==> src/rtl/mem_arbiter.sv <==
// Round-robin arbiter that lets two requesters share one line-wide memory port.
// Each grant covers one whole transaction, and a watchdog aborts a transaction whose ack never arrives.
module mem_arbiter #(
  parameter int ADDR_W  = 32,
  parameter int DATA_W  = 256,
  parameter int TIMEOUT = 64
) (
  input  logic              clk_i,
  input  logic              rst_i,
  input  logic              p0_req_i,
  input  logic              p0_write_i,
  input  logic [ADDR_W-1:0] p0_addr_i,
  input  logic [DATA_W-1:0] p0_data_i,
  output logic              p0_ack_o,
  output logic [DATA_W-1:0] p0_data_o,
  input  logic              p1_req_i,
  input  logic              p1_write_i,
  input  logic [ADDR_W-1:0] p1_addr_i,
  input  logic [DATA_W-1:0] p1_data_i,
  output logic              p1_ack_o,
  output logic [DATA_W-1:0] p1_data_o,
  output logic              mem_enable_o,
  output logic              mem_write_o,
  output logic [ADDR_W-1:0] mem_addr_o,
  output logic [DATA_W-1:0] mem_data_o,
  input  logic              mem_ack_i,
  input  logic [DATA_W-1:0] mem_data_i,
  output logic              err_o
);

  localparam int WDOG_W = $clog2(TIMEOUT);
  localparam logic [WDOG_W-1:0] WDOG_LAST = WDOG_W'(TIMEOUT - 1);

  typedef enum logic [1:0] {
    ST_IDLE = 2'd0,
    ST_BUSY = 2'd1,
    ST_DONE = 2'd2
  } state_t;

  state_t            r_state;
  state_t            w_next_state;
  logic              r_prio;
  logic              r_owner;
  logic              r_mem_en;
  logic              r_mem_write;
  logic [ADDR_W-1:0] r_mem_addr;
  logic [DATA_W-1:0] r_mem_data;
  logic [WDOG_W-1:0] r_wdog;
  logic              r_p0_ack;
  logic              r_p1_ack;
  logic [DATA_W-1:0] r_p0_data;
  logic [DATA_W-1:0] r_p1_data;
  logic              r_err;
  logic              w_grant;
  logic              w_gnt_port;
  logic              w_finish;
  logic              w_timeout;
  logic [DATA_W-1:0] w_resp_data;

  // FSM state register
  always_ff @(posedge clk_i) begin
    if (rst_i) begin
      r_state <= ST_IDLE;
    end else begin
      r_state <= w_next_state;
    end
  end

  // Next-state, grant selection and completion decode
  always_comb begin
    w_next_state = r_state;
    w_grant      = 1'b0;
    w_gnt_port   = r_prio;
    w_finish     = 1'b0;
    w_timeout    = 1'b0;
    w_resp_data  = {DATA_W{1'b0}};
    case (r_state)
      ST_IDLE: begin
        if (p0_req_i || p1_req_i) begin
          w_grant      = 1'b1;
          w_next_state = ST_BUSY;
          if (p0_req_i && p1_req_i) begin
            w_gnt_port = r_prio;
          end else if (p1_req_i) begin
            w_gnt_port = 1'b1;
          end else begin
            w_gnt_port = 1'b0;
          end
        end else begin
          w_next_state = ST_IDLE;
        end
      end
      ST_BUSY: begin
        // An ack arriving on the last watchdog cycle still completes the transaction normally.
        if (mem_ack_i) begin
          w_finish     = 1'b1;
          w_next_state = ST_DONE;
          if (r_mem_write) begin
            w_resp_data = {DATA_W{1'b0}};
          end else begin
            w_resp_data = mem_data_i;
          end
        end else if (r_wdog == WDOG_LAST) begin
          w_finish     = 1'b1;
          w_timeout    = 1'b1;
          w_next_state = ST_DONE;
        end else begin
          w_next_state = ST_BUSY;
        end
      end
      ST_DONE: begin
        w_next_state = ST_IDLE;
      end
      default: begin
        w_next_state = ST_IDLE;
      end
    endcase
  end

  // Latched transaction, watchdog, per-port responses and the sticky error flag
  always_ff @(posedge clk_i) begin
    if (rst_i) begin
      r_prio      <= 1'b1;
      r_owner     <= 1'b0;
      r_mem_en    <= 1'b0;
      r_mem_write <= 1'b0;
      r_mem_addr  <= {ADDR_W{1'b0}};
      r_mem_data  <= {DATA_W{1'b0}};
      r_wdog      <= {WDOG_W{1'b0}};
      r_p0_ack    <= 1'b0;
      r_p1_ack    <= 1'b0;
      r_p0_data   <= {DATA_W{1'b0}};
      r_p1_data   <= {DATA_W{1'b0}};
      r_err       <= 1'b0;
    end else begin
      r_p0_ack  <= 1'b0;
      r_p1_ack  <= 1'b0;
      r_p0_data <= {DATA_W{1'b0}};
      r_p1_data <= {DATA_W{1'b0}};
      if (w_grant) begin
        r_owner  <= w_gnt_port;
        r_prio   <= ~w_gnt_port;
        r_mem_en <= 1'b1;
        r_wdog   <= {WDOG_W{1'b0}};
        if (w_gnt_port) begin
          r_mem_write <= p1_write_i;
          r_mem_addr  <= p1_addr_i;
          r_mem_data  <= p1_data_i;
        end else begin
          r_mem_write <= p0_write_i;
          r_mem_addr  <= p0_addr_i;
          r_mem_data  <= p0_data_i;
        end
      end else if (w_finish) begin
        r_mem_en    <= 1'b0;
        r_mem_write <= 1'b0;
        r_mem_addr  <= {ADDR_W{1'b0}};
        r_mem_data  <= {DATA_W{1'b0}};
        r_wdog      <= {WDOG_W{1'b0}};
        r_p0_ack    <= ~r_owner;
        r_p1_ack    <= r_owner;
        r_p0_data   <= r_owner ? {DATA_W{1'b0}} : w_resp_data;
        r_p1_data   <= r_owner ? w_resp_data : {DATA_W{1'b0}};
        if (w_timeout) begin
          r_err <= 1'b1;
        end
      end else if (r_state == ST_BUSY) begin
        r_wdog <= r_wdog + WDOG_W'(1);
      end
    end
  end

  assign mem_enable_o = r_mem_en;
  assign mem_write_o  = r_mem_write;
  assign mem_addr_o   = r_mem_addr;
  assign mem_data_o   = r_mem_data;
  assign p0_ack_o     = r_p0_ack;
  assign p1_ack_o     = r_p1_ack;
  assign p0_data_o    = r_p0_data;
  assign p1_data_o    = r_p1_data;
  assign err_o        = r_err;

endmodule

==> config.mk <==
export PLATFORM = sky130hd
export DESIGN_NAME = mem_arbiter
export DESIGN_NICKNAME = d
export VERILOG_FILES = /design/src/rtl/mem_arbiter.sv
export SDC_FILE = /design/constraint.sdc
export NUM_CORES = 1
export LEC_CHECK = 0
export BUFFER_PORTS_ARGS = -buffer_cell sky130_fd_sc_hd__buf_2
export CAP_MARGIN = 30
export CORE_AREA = 2 2 649 651
export CTS_BUF_LIST = sky130_fd_sc_hd__clkbuf_8
export DETAILED_ROUTE_END_ITERATION = 10
export DIE_AREA = 0 0 651 653
export SYNTH_ARGS = -nofsm -noshare
export SYNTH_HDL_FRONTEND = slang
export SYNTH_SLANG_ARGS = --single-unit
==> constraint.sdc <==
create_clock -name clk_i -period 3.8 [get_ports clk_i]
set_input_delay 0.76 -clock clk_i [delete_from_list [all_inputs] [get_ports clk_i]]
set_output_delay 0.76 -clock clk_i [all_outputs]
set_load 0.02 [all_outputs]
## After elaboration in Yosys (flattened, before gate mapping)

Cells that the tools add are included.

- Divide/modulo/power cells: 0
- Multiply operators: 0
- Muxes and demuxes: 28
- Magnitude comparators: 0
- Bitwise operators: 4
- Shift-type cells: 0
- $add $sub $neg: 1
- Equal/unequal tests: 2
- Reduce and logical (&&, ||, !) cells: 9

Operators with widths:

| operator | count |
|---|---|
| two-way mux 256 bit | 6 |
| two-way mux 32 bit | 3 |
| two-way mux 1 bit | 16 |
| OR reduction 4 bit | 2 |
| adder 6 x 1 -> 6 bit, second input constant | 1 |
| == test 6 bit, second input constant | 1 |
| OR reduction 3 bit | 2 |
| two-way mux 2 bit | 2 |
| inverter 1 bit | 4 |
| one-hot mux 2 bit (2 select lines) | 1 |
| AND reduction 3 bit | 1 |
| == test 2 x 1 -> 1 bit, second input constant | 1 |
| logical NOT 2 bit | 1 |
| nonzero test 2 bit | 1 |
| logical AND 1 bit | 1 |
| logical OR 1 bit | 1 |

- Input port bits: 839
- Memories kept: 0
- Output and inout bits: 805
- Memory bits (read-only): 0
- Register bits: 815
- Bits in writable memories: 0
- Bits in latches: 0
- Word-level logic and storage cells: 57

## Logic depth before layout (Yosys ltp)

- Depth after elaboration: 6
- Gate-level depth with buffers: 7

## Worst setup path after synthesis

No wires, ideal clock.

- Kind: input to register
- From: input p0_req_i
- To: register r_mem_data[100], in the netlist mem_data_o[100]
- Required time: 3.648 ns
- Slack: 1.939 ns
- Arrival: 1.709 ns
- Stages: 7
- Cells stage by stage: nand2b_1 > and3_1 > buf_4 > buf_4 > buf_2 > a22oi_1 > a221oi_2

- Cells in the longest elaborated chain, start to end: 6
- Elaborated cells between the ends (all ways): 10

Ends and longest elaborated chain:

| what | RTL line | RTL |
|---|---|---|
| from (decl) | 10 | `input logic p0_req_i,` |
| logical AND 1 bit | 82 | `if (p0_req_i && p1_req_i) begin` |
| two-way mux 1 bit | 82 |  |
| two-way mux 1 bit | 79 | `if (p0_req_i \|\| p1_req_i) begin` |
| two-way mux 1 bit | 77 | `case (r_state)` |
| two-way mux 256 bit | 145 | `if (w_gnt_port) begin` |
| two-way mux 256 bit | 140 | `if (w_grant) begin` |
| to (signal assigned) | 148 | `r_mem_data <= p1_data_i;` |
| to (signal assigned) | 152 | `r_mem_data <= p0_data_i;` |
| to (signal assigned) | 158 | `r_mem_data <= {DATA_W{1'b0}};` |
| to (decl) | 47 | `logic [DATA_W-1:0] r_mem_data;` |

Parallel ways exist; a longest one is shown, timed or not.
A chain may end at the register's enable or synchronous reset.

## Worst setup path after layout

- From: register r_state[0]
- To: register r_mem_addr[9], in the netlist mem_addr_o[9]

- Cells in the longest elaborated chain, start to end: 4
- Elaborated cells between the ends (all ways): 8

Ends and longest elaborated chain:

| what | RTL line | RTL |
|---|---|---|
| from (decl) | 40 | `state_t r_state;` |
| from (signal assigned) | 65 | `r_state <= w_next_state;` |
| logical NOT 2 bit | 77 |  |
| two-way mux 1 bit | 77 |  |
| two-way mux 32 bit | 145 |  |
| two-way mux 32 bit | 140 |  |
| to (signal assigned) | 147 | `r_mem_addr <= p1_addr_i;` |
| to (signal assigned) | 151 | `r_mem_addr <= p0_addr_i;` |
| to (signal assigned) | 157 | `r_mem_addr <= {ADDR_W{1'b0}};` |
| to (decl) | 46 | `logic [ADDR_W-1:0] r_mem_addr;` |

Parallel ways exist; a longest one is shown, timed or not.

==> results by group <==
Pwr
  – Peak VDD IR: 0.231 mV
  – Part of the power in combinational logic: 19.1%
  – Switching share of power: 33.8%
  – Clock power share: 43.8%
  – Int Power: 0.0164 W
  – Pleak: 20.3 nW
  – Seq pwr share: 37.2%
  – Switching power: 0.00836 W
  – Power Density: 495 mW/mm²

Global route
  – Pin count of the biggest net entering global routing: 115
  – Vias in the first global route: 30700
  – Total gr overflow: 0
  – Global-route wire length before repair: 439 mm
  – Initial antenna violation count: 407
  – Gr usage total: 16.9%

Cells and area
  – Cell Count, Final, Fillers Out: 10500
  – # nets final: 5494
  – FF/Latch Area: 0.0163 mm²
  – # fillers: 48300
  – Synth-to-Final Area Change: 76.6%
  – Fraction of layout cells with a size suffix above 1: 46.9%
  – Multi-input gate area: 0.0106 mm²

Clock tree
  – CTS tree: built
  – Clock Root Buffer: clkbuf_8
  – CTS sink count: 815
  – Clock transition at path regs: 0.07 ns
  – Max Buffers Root-to-Sink: 4
  – Worst-skew pair later-pin latency: 1.09 ns
  – Post-cts resize count: 0
  – CTS H-tree depth: 4
  – Post-CTS setup buffers: 0
  – Number of CTS-inserted buffers: 170

STA
  – Final hold violations: 0
  – Final period demand of the worst path: 2.82 ns
  – Endpoints failing setup: 0
  – Worst Skew: 0.127 ns
  – Slew headroom: 24.6%
  – Least-Margin Pin Slew: 1.13 ns
  – Max Transition Viols Final: 0
  – Max frequency: 0.355 GHz
  – RSZ-0062 raised after global routing: no
  – Setup TNS Final: 0 ns
  – Final Cycle Share: 74.2%

Synthesis
  – Seq/Total Area, Yosys: 57.7%
  – Avg Cell Area, Syn: 10.2 µm²
  – Yosys cell types: 36
  – Largest area contributor in the netlist: dfxtp_1
  – Synth Flop Type: dfxtp_1
  – Post-Syn Nets: 3620
  – Synth async-reset ratio: 0%
  – Synth warn: 0
  – Synth top area share: 57.7%
  – Count leader, synth: dfxtp_1
  – Syn Inst Count: 2780
  – Synth area leaders: dfxtp_1, a221oi_2, nor2_1
  – Synthesized cell area: 0.0283 mm²
  – Top cells by count, synth: dfxtp_1, nor2_1, a22oi_1
  – Register bit total from synthesis: 815
  – EDFF count, synth: 0

Setup path
  – Crit Path Class: reg -> reg
  – Startpoint Class: register
  – Worst setup EP type: register
  – Critical path's most frequent cell: buf_12
  – CP required: 4.72 ns
  – Worst-path cell with the longest stage delay: and3_4
  – Reg2Reg Setup Slack: 0.98 ns
  – CP max FO: 27
  – CP max stage delay: 0.58 ns
  – Worst path cell trace: nor2_4 -> and3_4 -> buf_12 -> buf_12 -> a22oi_1 -> dlygate4sd3_1 -> a221oi_1
  – Worst EP arrival: 3.73 ns

Floorplan
  – I/O Pins: 1644
  – Initial core utilization: 6.76%
  – Die Width: 651 µm
  – Die Y: 653 µm
  – Total core area: 0.418 mm²
  – Row count: 238
  – Die area: 0.425 mm²

Place
  – Post-placement cell count: 9739
  – Input/output buffers: 1643
  – Detailed Place HPWL: 331 mm
  – Final GP Congestion: 0.964

Routing
  – Routed via count: 33400
  – Drt first pass iters: 6
  – DR vias/cell: 3.18
  – Drt drc: 0
  – Routed Antenna Nets: 0
  – Routed wire per std cell: 35.8 µm
  – Total routed wirelength: 376 mm
  – Initial DRC count: 2794

Hold path
  – Hold/Removal Path Class: in -> reg

Run
  – Max Cap Viol: 0

Outcome
  – Status: completed
## sequential cells by signal (all words and copies together) (netlist names), 2 cells and up
register / count
mem_data_o: 256
p0_data_o: 256
p1_data_o: 256
mem_addr_o: 32
r_wdog: 6
r_state: 2
## worst max-delay path: cells and delay by family, from the launching register on
family / cells / cell delay (ns)
AOI/OAI and AO/OA: 2 / 0.41
DFF: 1 / 0.36
buffers and inverters: 3 / 1.08
and+or+nand+nor: 2 / 0.80
## cells by family (layout without fill, tap and decap cells)
kind of cell               after synthesis  in the layout  share of synthesized area (%)
and+or+nand+nor                       1084           1084                           14.6
muxes                                    1              1                         0.0354
buffers and inverters                  284           2288                           4.99
AOI/OAI and AO/OA                      590            590                           22.5
adders and majority gates                1              1                         0.0442
xor gates and xnor gates                 5              5                          0.155
DFF                                    815            815                           57.7
other                                    0            205                              0
## layout make-up
| type | instances | share of cell area (%) |
|---|---|---|
| Inverter | 4 | 0.0301 |
| Clock inverter | 104 | 1.94 |
| Tap cell | 5520 | 13.8 |
| Multi-Input combinational cell | 1681 | 21.3 |
| Clock buffer | 198 | 5.45 |
| Antenna cell | 205 | 1.03 |
| Timing Repair Buffer | 1982 | 23.8 |
| Sequential cell | 815 | 32.7 |
## what timing repair did
| action | 4_1_cts | 5_1_grt |
|---|---|---|
| hold buffers | 263 | 0 |
| endpoints found under the hold margin | 442 | 0 |
| endpoints found under the setup margin | 0 | 0 |
## placed cells by master (no fill, tap or decap), types with 3 or more instances in the layout
cell type	instances
a221oi_1	39
a221oi_2	250
a22oi_1	289
buf_12	36
buf_2	1642
buf_4	40
bufinv_16	15
clkbuf_8	198
clkinv_2	30
clkinvlp_4	7
dfxtp_1	815
diode_2	205
dlygate4sd3_1	263
inv_1	45
inv_12	3
inv_8	3
nand2_1	260
nor2_1	806
nor3_1	6
xor2_1	4
## metal layers
metal / vias up / track usage, % / routed length [µm]
met4: 294 / 7.08 / 22200
met3: 1085 / 11.0 / 56200
met2: 2463 / 27.0 / 167000
met5: - / 0 / 1920
li1: 13700 / - / -
met1: 15900 / 17.3 / 129000
## through the flow
step                setup WS [ns]  util [%]  power (W)  cell area (µm²)  hold slack, ns
floorplan                    1.94         -     0.0116            28300           0.449
global placement            0.722      10.3     0.0138            43100           0.476
detailed placement          0.721      10.3     0.0138            43100           0.480
CTS                         0.886      11.8     0.0253            49400      0.00000566
global route                0.820      11.9     0.0258            49800          0.0322
finish                      0.982      11.9     0.0247            50000           0.136
## worst paths after layout
| path | startpoint | to | depth (start not counted) |
|---|---|---|---|
| worst max-delay path | r_state[0] | mem_addr_o[9] | 7 |
| worst min-delay path | mem_data_i[35] | p0_data_o[35] | 3 |
| worst max register to register | r_state[0] | mem_addr_o[9] | 7 |
| worst min register to register | r_prio | r_prio | 1 |
## power groups by stage
stage	combinational [W]	clock, W	sequential (W)
finish	0.00472	0.0108	0.00919
global route	0.00496	0.0116	0.00923
detailed placement	0.00446	0	0.00937
global placement	0.00444	0	0.00936
CTS	0.00478	0.0113	0.00919
floorplan	0.00178	0	0.00983
Note: power is estimated with default switching activity, not from simulation.
